`src/rtl/console_tx.sv`:
```
// ---------------------------------------------------------------------------
// console_tx
//
// Memory-mapped console transmitter. It is a responder on the data-memory bus.
// Byte stores to the TXDATA register go into a TX FIFO. The FIFO drains as
// 8N1 UART frames on tx_o.
//
// Register window (offset from BASE_ADDR, decoded on offset bits [3:2]):
//   0x0 DIV    R/W  [15:0] clk cycles per bit (a write of 0 stores 1)
//   0x4 CTRL   R/W  [0] irq_en
//   0x8 STATUS RO   [0] full, [1] empty, [2] tx_busy, [11:8] count (saturating)
//   0xC TXDATA WO   lane 3 (wdata_i[31:24]) pushes a byte; reads return 0
//
// Ports:
//   clk      in   clock, rising edge
//   rst_n    in   asynchronous reset, active low
//   valid_i  in   request valid, held until ready_o
//   ready_o  out  one-cycle response strobe
//   addr_i   in   byte address
//   wdata_i  in   write data
//   we_i     in   byte write enables (0 = read)
//   rdata_o  out  read data, meaningful while ready_o is high
//   tx_o     out  UART serial line, idle high
//   irq_o    out  level interrupt: irq_en & FIFO empty & transmitter idle
// ---------------------------------------------------------------------------
module console_tx #(
    parameter logic [31:0] BASE_ADDR  = 32'h000f_fff0,
    parameter logic [15:0] CLK_DIV    = 16'd868,
    parameter int          FIFO_DEPTH = 8
) (
    input  logic        clk,
    input  logic        rst_n,
    input  logic        valid_i,
    output logic        ready_o,
    input  logic [31:0] addr_i,
    input  logic [31:0] wdata_i,
    input  logic [3:0]  we_i,
    output logic [31:0] rdata_o,
    output logic        tx_o,
    output logic        irq_o
);

    localparam int IDX_W = $clog2(FIFO_DEPTH);
    localparam int PTR_W = IDX_W + 1;

    localparam logic [1:0] REG_DIV    = 2'd0;
    localparam logic [1:0] REG_CTRL   = 2'd1;
    localparam logic [1:0] REG_STATUS = 2'd2;
    localparam logic [1:0] REG_TXDATA = 2'd3;

    typedef enum logic [1:0] {
        BUS_IDLE,
        BUS_RESP,
        BUS_STALL
    } bus_state_t;

    typedef enum logic [1:0] {
        TX_IDLE,
        TX_START,
        TX_DATA,
        TX_STOP
    } tx_state_t;

    // Bus side
    bus_state_t  bus_state;
    bus_state_t  bus_next;
    logic [31:0] offset;
    logic [1:0]  sel;
    logic [1:0]  req_sel;
    logic [31:0] req_wdata;
    logic [3:0]  req_we;
    logic [31:0] read_data;
    logic [31:0] rdata_q;
    logic        commit;
    logic        accept;

    // Configuration registers
    logic [15:0] div_reg;
    logic [15:0] div_written;
    logic        irq_en;

    // FIFO
    logic [7:0]       fifo_mem [FIFO_DEPTH];
    logic [PTR_W-1:0] wr_ptr;
    logic [PTR_W-1:0] rd_ptr;
    logic [PTR_W-1:0] fifo_count;
    logic [7:0]       count_wide;
    logic [3:0]       count_disp;
    logic             fifo_empty;
    logic             fifo_full;
    logic [7:0]       fifo_head;
    logic             push;
    logic             pop;

    // Transmitter
    tx_state_t   tx_state;
    tx_state_t   tx_next;
    logic [15:0] frame_div;
    logic [15:0] div_next;
    logic [15:0] cyc_cnt;
    logic [15:0] cyc_next;
    logic [2:0]  bit_idx;
    logic [2:0]  bit_next;
    logic [7:0]  shift_reg;
    logic [7:0]  shift_next;
    logic        bit_end;
    logic        tx_busy;
    logic        line_q;
    logic        line_next;

    // Decoding is relative to BASE_ADDR, so a base that is word-aligned but not
    // 16-byte aligned still maps the four registers in order.
    assign offset = addr_i - BASE_ADDR;
    assign sel    = offset[2 +: 2];

    logic unused_bits;
    assign unused_bits = ^{offset[31:4], offset[1:0], req_wdata[23:16], req_we[2]};

    // FIFO status. The pointers carry one extra wrap bit: equal pointers mean
    // empty, and pointers that differ only in the wrap bit mean full.
    assign fifo_count = wr_ptr - rd_ptr;
    assign fifo_empty = (wr_ptr == rd_ptr);
    assign fifo_full  = (wr_ptr[PTR_W-1] != rd_ptr[PTR_W-1]) &&
                        (wr_ptr[IDX_W-1:0] == rd_ptr[IDX_W-1:0]);
    assign fifo_head  = fifo_mem[rd_ptr[IDX_W-1:0]];
    assign count_wide = 8'(fifo_count);
    assign count_disp = (count_wide > 8'd15) ? 4'hF : count_wide[3:0];

    assign tx_busy = (tx_state != TX_IDLE);
    assign bit_end = (cyc_cnt == frame_div - 16'd1);

    assign commit = (bus_state == BUS_RESP);
    assign accept = (bus_state == BUS_IDLE) && valid_i;
    assign push   = commit && (req_sel == REG_TXDATA) && req_we[3] && !fifo_full;

    assign ready_o = commit;
    assign rdata_o = rdata_q;
    assign tx_o    = line_q;
    assign irq_o   = irq_en & fifo_empty & ~tx_busy;

    // Bus next state. Only a lane-3 TXDATA store that finds the FIFO full
    // parks in STALL. Nothing else pushes, so once STALL sees space the
    // push in RESP is guaranteed to fit.
    always_comb begin
        bus_next = bus_state;
        case (bus_state)
            BUS_IDLE: begin
                if (valid_i) begin
                    if (sel == REG_TXDATA && we_i[3] && fifo_full) begin
                        bus_next = BUS_STALL;
                    end else begin
                        bus_next = BUS_RESP;
                    end
                end
            end
            BUS_STALL: begin
                if (!fifo_full) begin
                    bus_next = BUS_RESP;
                end
            end
            BUS_RESP: bus_next = BUS_IDLE;
            default:  bus_next = BUS_IDLE;
        endcase
    end

    // Bus state register
    always_ff @(posedge clk or negedge rst_n) begin
        if (!rst_n) begin
            bus_state <= BUS_IDLE;
        end else begin
            bus_state <= bus_next;
        end
    end

    // Capture the request when it is accepted. The initiator keeps driving it,
    // but the copy keeps the commit in RESP independent of the bus after that.
    always_ff @(posedge clk or negedge rst_n) begin
        if (!rst_n) begin
            req_sel   <= 2'd0;
            req_wdata <= 32'd0;
            req_we    <= 4'd0;
        end else if (accept) begin
            req_sel   <= sel;
            req_wdata <= wdata_i;
            req_we    <= we_i;
        end
    end

    // Read mux. It is sampled on the edge into RESP, so rdata_o shows the
    // register state from the cycle the request was accepted.
    always_comb begin
        read_data = 32'd0;
        case (sel)
            REG_DIV:    read_data = {16'd0, div_reg};
            REG_CTRL:   read_data = {31'd0, irq_en};
            REG_STATUS: read_data = {20'd0, count_disp, 5'd0, tx_busy, fifo_empty, fifo_full};
            default:    read_data = 32'd0;
        endcase
    end

    // Read data register. It holds its value between reads.
    always_ff @(posedge clk or negedge rst_n) begin
        if (!rst_n) begin
            rdata_q <= 32'd0;
        end else if (accept && we_i == 4'b0000) begin
            rdata_q <= read_data;
        end
    end

    // DIV and CTRL writes commit at the end of RESP. Only lanes that cover
    // each field count. A divider of zero would never end a bit, so it is
    // stored as one.
    assign div_written = {req_we[1] ? req_wdata[15:8] : div_reg[15:8],
                          req_we[0] ? req_wdata[7:0]  : div_reg[7:0]};

    always_ff @(posedge clk or negedge rst_n) begin
        if (!rst_n) begin
            div_reg <= CLK_DIV;
            irq_en  <= 1'b0;
        end else if (commit) begin
            if (req_sel == REG_DIV && (req_we[1] || req_we[0])) begin
                div_reg <= (div_written == 16'd0) ? 16'd1 : div_written;
            end
            if (req_sel == REG_CTRL && req_we[0]) begin
                irq_en <= req_wdata[0];
            end
        end
    end

    // FIFO storage. Data is not reset; the pointers define what is valid.
    always_ff @(posedge clk) begin
        if (push) begin
            fifo_mem[wr_ptr[IDX_W-1:0]] <= req_wdata[31:24];
        end
    end

    // FIFO pointers
    always_ff @(posedge clk or negedge rst_n) begin
        if (!rst_n) begin
            wr_ptr <= '0;
            rd_ptr <= '0;
        end else begin
            if (push) begin
                wr_ptr <= wr_ptr + 1'b1;
            end
            if (pop) begin
                rd_ptr <= rd_ptr + 1'b1;
            end
        end
    end

    // Transmitter next state. The head byte is popped on the edge into START,
    // and the divider is sampled on that edge too. A DIV write therefore never
    // changes a frame already on the line. STOP goes straight to START when
    // more data is waiting, so back-to-back frames have no idle gap. The line
    // value is computed for the next state and registered, which keeps tx_o
    // glitch-free.
    always_comb begin
        tx_next    = tx_state;
        pop        = 1'b0;
        cyc_next   = cyc_cnt + 16'd1;
        bit_next   = bit_idx;
        shift_next = shift_reg;
        div_next   = frame_div;
        line_next  = 1'b1;
        case (tx_state)
            TX_IDLE: begin
                cyc_next = 16'd0;
                if (!fifo_empty) begin
                    tx_next    = TX_START;
                    pop        = 1'b1;
                    shift_next = fifo_head;
                    div_next   = div_reg;
                end
            end
            TX_START: begin
                if (bit_end) begin
                    tx_next  = TX_DATA;
                    bit_next = 3'd0;
                    cyc_next = 16'd0;
                end
            end
            TX_DATA: begin
                if (bit_end) begin
                    cyc_next = 16'd0;
                    if (bit_idx == 3'd7) begin
                        tx_next = TX_STOP;
                    end else begin
                        bit_next   = bit_idx + 3'd1;
                        shift_next = shift_reg >> 1;
                    end
                end
            end
            TX_STOP: begin
                if (bit_end) begin
                    cyc_next = 16'd0;
                    if (!fifo_empty) begin
                        tx_next    = TX_START;
                        pop        = 1'b1;
                        shift_next = fifo_head;
                        div_next   = div_reg;
                    end else begin
                        tx_next = TX_IDLE;
                    end
                end
            end
            default: tx_next = TX_IDLE;
        endcase
        case (tx_next)
            TX_START: line_next = 1'b0;
            TX_DATA:  line_next = shift_next[0];
            default:  line_next = 1'b1;
        endcase
    end

    // Transmitter registers. Reset drops any frame in flight and returns the
    // line to idle high at once.
    always_ff @(posedge clk or negedge rst_n) begin
        if (!rst_n) begin
            tx_state  <= TX_IDLE;
            frame_div <= CLK_DIV;
            cyc_cnt   <= 16'd0;
            bit_idx   <= 3'd0;
            shift_reg <= 8'd0;
            line_q    <= 1'b1;
        end else begin
            tx_state  <= tx_next;
            frame_div <= div_next;
            cyc_cnt   <= cyc_next;
            bit_idx   <= bit_next;
            shift_reg <= shift_next;
            line_q    <= line_next;
        end
    end

endmodule

```
`config.mk`:
```
export PLATFORM = sky130hd
export DESIGN_NAME = console_tx
export DESIGN_NICKNAME = d
export VERILOG_FILES = /design/src/rtl/console_tx.sv
export SDC_FILE = /design/constraint.sdc
export NUM_CORES = 1
export LEC_CHECK = 0
export CORE_MARGIN = 5
export CORE_UTILIZATION = 56
export CTS_CLUSTER_SIZE = 10
export DETAILED_ROUTE_END_ITERATION = 8
export PLACE_DENSITY_LB_ADDON = 0.12
export SYNTH_ARGS = -nofsm -noshare
export SYNTH_HDL_FRONTEND = slang
export SYNTH_SLANG_ARGS = --single-unit
```
`constraint.sdc`:
```
create_clock -name clk -period 4.1 [get_ports clk]
set_input_delay 0.82 -clock clk [delete_from_list [all_inputs] [get_ports clk]]
set_output_delay 0.82 -clock clk [all_outputs]
set_load 0.02 [all_outputs]
```
**After elaboration in Yosys (flattened, before gate mapping)**

Memory sizes are Yosys's and may differ from the RTL's.
Cells that the tools add are included.

- Flip-flop bits (word level): 143
- Latch bits: 0
- Memory bits (writable): 64
- ROM bits: 0
- Input bits: 71
- Output and inout port bits: 35
- Memories kept: 1

- $add $sub $neg: 7
- $mul: 0
- Divide/modulo/power cells: 0
- Order comparisons: 1
- Equal/unequal tests: 23
- Shift-type cells: 0
- Muxes and demuxes: 36
- Bitwise gates (word level): 3
- Reduce and logical (&&, ||, !) cells: 29

Memory list:

| memory | words | width | rd ports | clocked after memory_dff | wr ports | RTL line | text |
|---|---|---|---|---|---|---|---|
| fifo_mem | 8 | 8 | 1 | 0 | 1 | 83 | `logic [7:0] fifo_mem [FIFO_DEPTH];` |

Operators with widths:

| operator | count |
|---|---|
| 16-bit 2-to-1 mux | 4 |
| 16-bit case mux with 2 select lines | 2 |
| 8-bit 2-to-1 mux | 6 |
| 16-bit case mux with 3 select lines | 1 |
| 8-bit case mux with 3 select lines | 1 |
| 16-bit by 1-bit adder with 16-bit output (second input constant) | 1 |
| 16-bit == test | 1 |
| 16-bit logical NOT | 1 |
| 2-bit 2-to-1 mux | 8 |
| 16-bit by 1-bit subtractor with 16-bit output (second input constant) | 1 |
| 2-bit == test (second input constant) | 7 |
| 2-bit inequality test (second input constant) | 6 |
| 2-bit by 1-bit == test with 1-bit output (second input constant) | 5 |
| 1-bit logical AND | 10 |
| 3-bit 2-to-1 mux | 3 |
| 4-bit by 1-bit adder with 4-bit output (second input constant) | 2 |
| 2-bit logical NOT | 4 |
| 2-bit case mux with 4 select lines | 1 |
| 2-bit AND reduction | 4 |
| 4-bit AND reduction | 2 |
| 3-bit case mux with 2 select lines | 1 |
| 2-bit nonzero test | 3 |
| 1-bit 2-to-1 mux | 5 |
| 4-bit == test | 1 |
| other kinds (17) | 19 |

**Longest topological paths before layout**

Gate-level depths: netlist of run 1.

- Depth after elaboration: 7
- Gate-level depth with buffers: 13

**Worst setup path after synthesis of run 1**

OpenSTA, ideal clock, no wires.

- Path type: flip-flop to output port
- From: register rd_ptr[1]
- To: output port irq_o
- Arrival time: 2522 ps
- Slack: 758 ps
- Cell stages (with the launch flop): 10
- Path buffers: 4
- Cell sequence: dfrtp_1 > clkbuf_1 > clkbuf_1 > inv_1 > ha_1 > nand3_1 > nor2_1 > clkbuf_1 > clkbuf_1 > and3_1

- Word-level cells in the longest chain between the ends: 3

Ends and longest elaborated chain:

| what | RTL line | text |
|---|---|---|
| start, declared | 85 | `logic [PTR_W-1:0] rd_ptr;` |
| start signal, assigned | 247 | `rd_ptr <= rd_ptr + 1'b1;` |
| 4-bit == test | 122 | `assign fifo_empty = (wr_ptr == rd_ptr);` |
| 1-bit AND (2 in series) | 139 | `assign irq_o = irq_en & fifo_empty & ~tx_busy;` |
| end, declared | 40 | `output logic irq_o` |

No other way between the ends.

**Worst setup path in the final report of run 1**

- From: register rd_ptr[2]
- To: output port irq_o

Same word-level chain as after synthesis.

==> results of run 1 <==
per-layer routing:
layer	global-route usage	vias up	part of all wire
met5	0	-	0
met4	0.0554	0	0.012
met3	0.0405	16	0.036
met2	0.338	114	0.50
met1	0.293	2821	0.45
li1	-	2585	-
layout make-up:
| type | instances | area share |
|---|---|---|
| flip-flops and latches | 182 | 0.495 |
| well taps | 188 | 0.0238 |
| inverters | 23 | 0.00874 |
| repair buffers | 61 | 0.0603 |
| clock buffers | 18 | 0.0435 |
| multi-input cells | 458 | 0.350 |
| clock inverters | 14 | 0.0189 |
where the power goes:
group | switching (W) | leakage, nW | internal, W
combinational | 0.00109 | 1.56 | 0.000988
sequential | 0.000466 | 2.05 | 0.00231
clock | 0.000773 | 0.291 | 0.000878
total | 0.00232 | 3.90 | 0.00418
stage by stage:
stage	cell area, um^2	instances
5_1_grt	9880	944
3_3_place_gp	9260	912
3_5_place_dp	9260	912
6_report	9880	944
4_1_cts	9880	944
2_1_floorplan	8660	705
worst paths after layout:
kind                          endpoint  cells past startpoint         start  slack, ns
max                              irq_o                      7     rd_ptr[2]       0.59
min in group asynchronous  cyc_cnt[12]                      1         rst_n       0.51
max reg2reg                       tx_o                     11  frame_div[0]       0.67
min reg2reg                  rd_ptr[3]                      1     rd_ptr[3]       0.49
min                          rd_ptr[3]                      1     rd_ptr[3]       0.49
max in group asynchronous   div_reg[5]                      2         rst_n       2.75
cell families after synthesis:
family          Yosys count
flops                   182
mux                      91
xor+xnor                 43
buf+inv                  65
fa+ha+maj                16
compound gates          104
simple gates            188
other cells               1
critical path, delay by kind of cell (launching register included):
kind / cells / cell delay (ns)
flip-flops: 1 / 0.44
AND/OR/NAND/NOR: 3 / 0.41
adder cells (fa/ha/maj): 1 / 0.38
buffers and inverters: 3 / 1.04
Yosys cell counts, drive strengths merged (5+ instances only):
cell,number,share of area
a21oi,14,0.0081
a22oi,9,0.0084
and3,8,0.0058
buf,26,0.020
clkbuf,16,0.0070
dfrtp,107,0.31
dfstp,11,0.034
edfxtp,64,0.22
ha,15,0.022
inv,23,0.010
mux2,63,0.082
mux2i,12,0.014
mux4,16,0.042
nand2,65,0.028
nand2b,6,0.0044
nand3,17,0.0099
nand4,6,0.0044
nor2,50,0.022
nor2b,5,0.0036
nor3,10,0.0064
nor4,11,0.0097
o211ai,6,0.0068
o21ai,39,0.023
xnor2,28,0.029
xor2,15,0.015
==> impl_metrics.env, run 1 <==
export IMPL_final_common_cell="dfrtp_1"
export IMPL_crit_type="flop to primary output"
export IMPL_hold_violations=0
export IMPL_ant_nets=0
export IMPL_dp_hpwl_mm=12.3
export IMPL_drt_pass1_iter_count=5
export IMPL_p_per_area_mw_per_mm2=658
export IMPL_nNetsFinal=830
export IMPL_ys_warn_count=0
export IMPL_fin_util=0.652
export IMPL_wl_per_cell_um=18.9
export IMPL_drv_slew=0
export IMPL_outcome="finished clean"
export IMPL_drt_first_iter_violations=349
export IMPL_hold_class="flop to flop"
export IMPL_vias=5536
export IMPL_cap_violations=0
export IMPL_synth_distinct_cells=64
export IMPL_rsz0062_at_grt="false"
export IMPL_final_setup_viol_count=0
export IMPL_initial_core_util=0.568
export IMPL_grt_pass1_wl_mm=29.3
export IMPL_post_place_ws_ns=0.703
export IMPL_fin_skew_ns=0.0118
export IMPL_clockRootBuffer="clkbuf_16"
export IMPL_synth_seq_area_share=0.568
export IMPL_synth_edf_count=64
export IMPL_max_freq_ghz=0.285
export IMPL_slowest_stage="clkdlybuf4s50_1"
export IMPL_drive_gt1_frac=0.190
export IMPL_grt_pass1_vias=5545
export IMPL_synthMuxAreaShare=0.138
export IMPL_synthArstFlopShare=0.648
export IMPL_p_total_w=0.00650
export IMPL_cts_clk_slew_worst_paths_ns=0.07
export IMPL_portBuffers=51
export IMPL_place_congestion=0.809
export IMPL_leakagePower_nw=3.90
export IMPL_syn_to_final_growth_pct=14.8
export IMPL_path_cells="inv_2 > ha_1 > nand3_1 > nor2_1 > buf_4 > and3_1 > clkdlybuf4s50_1"
export IMPL_die_w_um=134
export IMPL_tightest_slew_ns=0.881
export IMPL_hold_slack_ns=0.493
export IMPL_numCtsBuffers=17
export IMPL_row_count=45
export IMPL_start_kind="flop"
export IMPL_cp_arrival_ns=2.69
export IMPL_fillCellCount=1137
export IMPL_multi_input_area_mm2=0.00345
export IMPL_antenna_found_initial=0
export IMPL_fin_crit_sh=0.857
export IMPL_grtUsageTotal=0.209
export IMPL_end_kind="primary output"
export IMPL_synth_seq_cells=182
export IMPL_synthXorXnorAreaFrac=0.0438
export IMPL_irDropWorstVdd_uv=417
export IMPL_tns_ns=0
export IMPL_final_cell_mix="107 x dfrtp_1, 65 x nand2_1, 64 x edfxtp_1, 63 x mux2_2"
export IMPL_max_slew_margin=0.411
export IMPL_regArea_mm2=0.00489
export IMPL_die_height_um=134
export IMPL_synth_compound_area_frac=0.0842
export IMPL_cts_resized=0
export IMPL_dieArea_mm2=0.0179
export IMPL_synth_top_family_by_area="multiplexers"
export IMPL_synth_cells=690
export IMPL_via_per_inst=5.86
export IMPL_clock_latency_ns=0.43
export IMPL_htreeDepth=4
export IMPL_post_cts_setup_buffer_count=0
export IMPL_synthAdderAreaFrac=0.0241
export IMPL_avgSynthCellArea_um2=12.5
export IMPL_cp_max_fo=23
export IMPL_drc=0
export IMPL_diodes=0
export IMPL_core_mm2=0.0151
export IMPL_setup_ws_ns=0.586
export IMPL_synth_flop_cell="dfrtp_1"
export IMPL_wirelength_mm=17.9
export IMPL_max_stage_delay_ns=0.61
export IMPL_clock_sinks=182
export IMPL_largest_reg_flops=64
export IMPL_clockBufferDepth=2
export IMPL_grt_max_degree=68
export IMPL_hold_buffers=0
export IMPL_syn_cell_area_mm2=0.00860
export IMPL_pin_count=106
export IMPL_synthSimpleGateAreaFrac=0.104
export IMPL_required_ns=3.28
export IMPL_overflow=0
export IMPL_cts_tree="done"
export IMPL_fin_crit_ns=3.51
Power figures use the tool's default switching activity.
==> run 2: changes to the inputs <==
--- a/config.mk
+++ b/config.mk
@@ -5,7 +5,7 @@
 export SDC_FILE = /design/constraint.sdc
 export NUM_CORES = 1
 export LEC_CHECK = 0
-export CORE_MARGIN = 5
+export CORE_MARGIN = 3
 export CORE_UTILIZATION = 56
 export CTS_CLUSTER_SIZE = 10
 export DETAILED_ROUTE_END_ITERATION = 8
==> constraint.sdc (replaced) <==
create_clock -name clk -period 3.3 [get_ports clk]
set_input_delay 0.66 -clock clk [delete_from_list [all_inputs] [get_ports clk]]
set_output_delay 0.66 -clock clk [all_outputs]
set_load 0.02 [all_outputs]
==> run 2 against run 1 <==
Against the previous run: total power rose by 24%; largest power group unchanged; die area down 5.9%; global-route usage increased by 1.4 points; combinational power increased by 27%; via count down 0.51%; cell count grew 0.64%; non-clock buffer count increased by 10; first-iteration DRC count rose by 64%; clock skew decreased by 0.0017 ns.
==> impl_metrics.env, run 2 (same netlist as run 1, synthesis figures left out) <==
export IMPL_clockBufferDepth=2
export IMPL_tightest_slew_ns=0.773
export IMPL_final_cell_mix="107 x dfrtp_1, 65 x nand2_1, 64 x edfxtp_1, 63 x mux2_2, 50 x nor2_1"
export IMPL_clock_sinks=182
export IMPL_overflow=0
export IMPL_leakagePower_nw=3.97
export IMPL_drc=0
export IMPL_outcome="finished clean"
export IMPL_max_stage_delay_ns=0.64
export IMPL_pin_count=106
export IMPL_grt_pass1_wl_mm=28.9
export IMPL_drive_gt1_frac=0.202
export IMPL_crit_type="flop to flop"
export IMPL_ant_nets=0
export IMPL_grt_pass1_vias=5656
export IMPL_portBuffers=51
export IMPL_required_ns=3.63
export IMPL_drt_first_iter_violations=574
export IMPL_start_kind="flop"
export IMPL_dp_cells=918
export IMPL_fin_cells=950
export IMPL_slowest_stage="nor4_1"
export IMPL_nNetsFinal=840
export IMPL_cts_clk_slew_worst_paths_ns=0.07
export IMPL_fin_skew_ns=0.0101
export IMPL_setup_ws_ns=0.159
export IMPL_cts_tree="done"
export IMPL_end_kind="flop"
export IMPL_wirelength_mm=17.6
export IMPL_cp_max_fo=14
export IMPL_htreeDepth=4
export IMPL_dieArea_mm2=0.0169
export IMPL_placed_area_mm2=0.00933
export IMPL_fin_crit_ns=3.14
export IMPL_p_per_area_mw_per_mm2=814
export IMPL_drv_slew=0
export IMPL_via_per_inst=5.80
export IMPL_post_place_ws_ns=0.168
export IMPL_largest_reg_flops=64
export IMPL_rsz0062_at_grt="false"
export IMPL_hold_buffers=0
export IMPL_dp_hpwl_mm=12.4
export IMPL_clockRootBuffer="clkbuf_16"
export IMPL_fin_area_mm2=0.00993
export IMPL_clock_latency_ns=0.43
export IMPL_critical_path_top_delay_family="compound AO/OA/AOI/OAI gates"
export IMPL_antenna_found_initial=0
export IMPL_tns_ns=0
export IMPL_row_count=44
export IMPL_fin_crit_sh=0.952
export IMPL_grt_max_degree=93
export IMPL_wl_per_cell_um=18.5
export IMPL_hold_class="primary input to async pin"
export IMPL_cap_violations=0
export IMPL_cp_arrival_ns=3.48
export IMPL_hold_violations=0
export IMPL_die_height_um=130
export IMPL_syn_to_final_growth_pct=15.5
export IMPL_grtUsageTotal=0.223
export IMPL_crit_top_cell="o21ai_0"
export IMPL_initial_core_util=0.583
export IMPL_irDropWorstVdd_uv=502
export IMPL_die_w_um=130
export IMPL_vias=5508
export IMPL_drt_pass1_iter_count=5
export IMPL_core_mm2=0.0148
export IMPL_numCtsBuffers=17
export IMPL_fin_util=0.673
export IMPL_max_slew_margin=0.480
export IMPL_final_common_cell="dfrtp_1"
export IMPL_crit_buf_inv=0
export IMPL_final_setup_viol_count=0
export IMPL_diodes=0
export IMPL_max_freq_ghz=0.318
export IMPL_place_congestion=0.859
export IMPL_path_cells="nor4_1 > o21ai_0 > o22a_1 > o2111a_1 > and4_1 > o21ai_0 > o31a_1 > a21oi_1 > o22ai_1"
[run 2: metal layers]
| metal | track usage | share of wire |
|---|---|---|
| met5 | 0 | 0 |
| met4 | 0.0660 | 0.014 |
| met3 | 0.0536 | 0.042 |
| met2 | 0.352 | 0.48 |
| met1 | 0.311 | 0.46 |
[run 2: worst register-to-register path, delay by kind of cell, from the launching register on]
kind | cells | cell delay, ns
AOI/OAI and AO/OA | 7 | 1.68
DFF | 1 | 0.45
and+or+nand+nor | 2 | 0.94
[run 2: worst paths after layout]
path	slack, ns	cells past startpoint	from	to
max in group asynchronous	2.36	2	rst_n	div_reg[2]
worst min-delay path	0.13	1	rst_n	cyc_cnt[9]
worst max register to register	0.16	9	frame_div[7]	shift_reg[7]
min in group clk	0.49	2	rdata_o[14]	rdata_o[14]
worst min register to register	0.49	2	rdata_o[14]	rdata_o[14]
worst max-delay path	0.16	9	frame_div[7]	shift_reg[7]
[run 2: report_power, final]
group	switching, W	total, W	internal, W
clock network	0.000924	0.00200	0.00108
logic	0.00137	0.00263	0.00127
registers	0.000576	0.00345	0.00287
[run 2: repair_timing]
item	in CTS	in global routing
buffers inserted	0	0
resized for setup	0	4
endpoints found under the setup margin	0	24
[run 2: stage by stage]
stage,hold WS [ns],total power [W]
4_1_cts,0.134,0.00810
3_3_place_gp,0.468,0.00595
2_1_floorplan,0.364,0.00528
5_1_grt,0.144,0.00858
6_report,0.132,0.00808
3_5_place_dp,0.475,0.00608
[run 2: final cells by class]
type                            instances  area (um^2)
Timing Repair Buffer                   71          673
Sequential cell                       182         4890
Inverter                               23         86.3
Clock inverter                         14          160
Clock buffer                           18          429
Multi-Input combinational cell        458         3470
Fill cell                            1078         4820
Tap cell                              184          230
==> run 3: changes to the inputs <==
--- a/config.mk
+++ b/config.mk
@@ -10,6 +10,7 @@
 export CTS_CLUSTER_SIZE = 10
 export DETAILED_ROUTE_END_ITERATION = 8
 export PLACE_DENSITY_LB_ADDON = 0.12
+export SETUP_SLACK_MARGIN = 0.2
 export SYNTH_ARGS = -nofsm -noshare
 export SYNTH_HDL_FRONTEND = slang
 export SYNTH_SLANG_ARGS = --single-unit
==> run 3 against run 2 <==
Against the previous run: via count shrank 0.20%; count of clock-buffer cells in the layout unchanged; routed wire length fell by 0.94%; utilization about the same; first-iteration DRC count down 38%; fmax is 6.5% higher; global-route usage is 0.20 points lower; register-to-register slack better by 0.19 ns; cell area barely moved; die area unchanged; critical path depth up 2.
==> impl_metrics.env, run 3 (same netlist as run 1, synthesis figures left out) <==
export IMPL_clock_latency_ns=0.43
export IMPL_start_kind="flop"
export IMPL_syn_to_final_growth_pct=15.4
export IMPL_htreeDepth=4
export IMPL_end_kind="flop"
export IMPL_antenna_found_initial=0
export IMPL_max_slew_margin=0.441
export IMPL_tightest_slew_ns=0.831
export IMPL_via_per_inst=5.77
export IMPL_outcome="finished clean"
export IMPL_drv_slew=0
export IMPL_numCtsBuffers=17
export IMPL_final_setup_viol_count=0
export IMPL_vias=5497
export IMPL_grtUsageTotal=0.221
export IMPL_required_ns=3.65
export IMPL_cp_arrival_ns=3.30
export IMPL_pin_count=106
export IMPL_crit_buf_inv=2
export IMPL_ant_nets=0
export IMPL_drt_first_iter_violations=354
export IMPL_tns_ns=0
export IMPL_irDropWorstVdd_uv=588
export IMPL_max_stage_delay_ns=0.45
export IMPL_dieArea_mm2=0.0169
export IMPL_cts_clk_slew_worst_paths_ns=0.07
export IMPL_fin_crit_sh=0.894
export IMPL_p_total_w=0.00802
export IMPL_grt_pass1_vias=5583
export IMPL_wl_per_cell_um=18.3
export IMPL_diodes=0
export IMPL_clock_sinks=182
export IMPL_place_congestion=0.871
export IMPL_hold_violations=0
export IMPL_final_cell_mix="106 x dfrtp_1, 65 x nand2_1, 64 x edfxtp_1, 63 x mux2_2, 50 x nor2_1"
export IMPL_die_w_um=130
export IMPL_largest_reg_flops=64
export IMPL_clockRootBuffer="clkbuf_16"
export IMPL_timing_rr_end="tx_o"
export IMPL_drive_gt1_frac=0.214
export IMPL_cp_max_fo=7
export IMPL_wirelength_mm=17.4
export IMPL_slowest_stage="dfrtp_2"
export IMPL_reg2reg_slack_ns=0.35
export IMPL_hold_class="primary input to async pin"
export IMPL_p_per_area_mw_per_mm2=807
export IMPL_leakagePower_nw=3.95
export IMPL_drc=0
export IMPL_initial_core_util=0.583
export IMPL_die_height_um=130
export IMPL_grt_pass1_wl_mm=28.5
export IMPL_dp_hpwl_mm=12.4
export IMPL_path_cells="inv_1 > ha_1 > nor3b_2 > buf_4 > o211ai_4 > a2111oi_4 > o2111a_1 > and4_2 > o31ai_1 > o22ai_2 > mux2_2"
export IMPL_core_mm2=0.0148
export IMPL_nNetsFinal=842
export IMPL_fin_crit_ns=2.95
export IMPL_row_count=44
export IMPL_drt_pass1_iter_count=5
export IMPL_overflow=0
export IMPL_clockBufferDepth=2
export IMPL_post_cts_setup_buffer_count=0
export IMPL_final_common_cell="dfrtp_1"
export IMPL_r2r_cells=11
export IMPL_fin_skew_ns=0.00943
export IMPL_max_freq_ghz=0.339
export IMPL_portBuffers=51
export IMPL_grt_max_degree=53
export IMPL_rsz0062_at_grt="false"
export IMPL_crit_type="flop to flop"
export IMPL_reg2reg_from="frame_div[1]"
export IMPL_cap_violations=0
export IMPL_critical_path_top_delay_family="compound AO/OA/AOI/OAI gates"
export IMPL_cts_tree="done"
[run 3: changes by cell type in the layout (fill, tap and decap cells not counted), sizes merged]
cell	delta
clkinvlp	+2
bufinv	-1
inv	+2
dlygate4sd2	+1
clkinv	-3
dlymetal6s2s	-1
buf	+2
[run 3: cell type report]
type / instances / area, um^2
tap: 184 / 230
multi-input combinational: 458 / 3490
fill: 1070 / 4820
inverter: 23 / 86.3
clock buffer: 18 / 429
timing repair buffer: 73 / 672
clock inverter: 14 / 133
sequential: 182 / 4890
[run 3: worst max-delay path by stage]
stage | start | end | slack [ns] | cells past startpoint
floorplan | rd_ptr[1] | irq_o | 0.21 | 9
detailed placement | frame_div[1] | frame_div[14] | 0.15 | 9
global placement | frame_div[1] | frame_div[15] | 0.26 | 9
finish | frame_div[1] | tx_o | 0.35 | 11
global route | frame_div[1] | shift_reg[1] | 0.18 | 12
CTS | frame_div[1] | frame_div[14] | 0.29 | 9
[run 3: metrics by stage]
step	worst slack [ns]	utilization	hold WS [ns]	std cells	cell area, um^2
after detailed placement	0.153	0.633	0.476	920	9330
after CTS	0.288	0.671	0.274	952	9900
after global placement	0.258	0.633	0.467	920	9330
after global routing	0.179	0.673	0.293	952	9930
after floorplan	0.214	-	0.364	705	8660
final	0.350	0.673	0.264	952	9930
[run 3: where the power goes]
group | leakage, nW | switching [W] | internal, W
logic | 1.63 | 0.00137 | 0.00128
clock network | 0.270 | 0.000919 | 0.00100
registers | 2.05 | 0.000575 | 0.00287
[run 3: what timing repair did]
| item | CTS | global route |
|---|---|---|
| setup endpoints to repair | 17 | 26 |
| hold buffers | 0 | 0 |
| endpoints found under the hold margin | 0 | 0 |
| resized for setup | 2 | 10 |
[run 3: per-layer routing]
| layer | up-vias | share of wire | global-route usage |
|---|---|---|---|
| met5 | - | 0 | 0 |
| met2 | 124 | 0.49 | 0.362 |
| met1 | 2737 | 0.45 | 0.300 |
| li1 | 2615 | - | - |
| met4 | 0 | 0.016 | 0.0703 |
| met3 | 21 | 0.043 | 0.0438 |
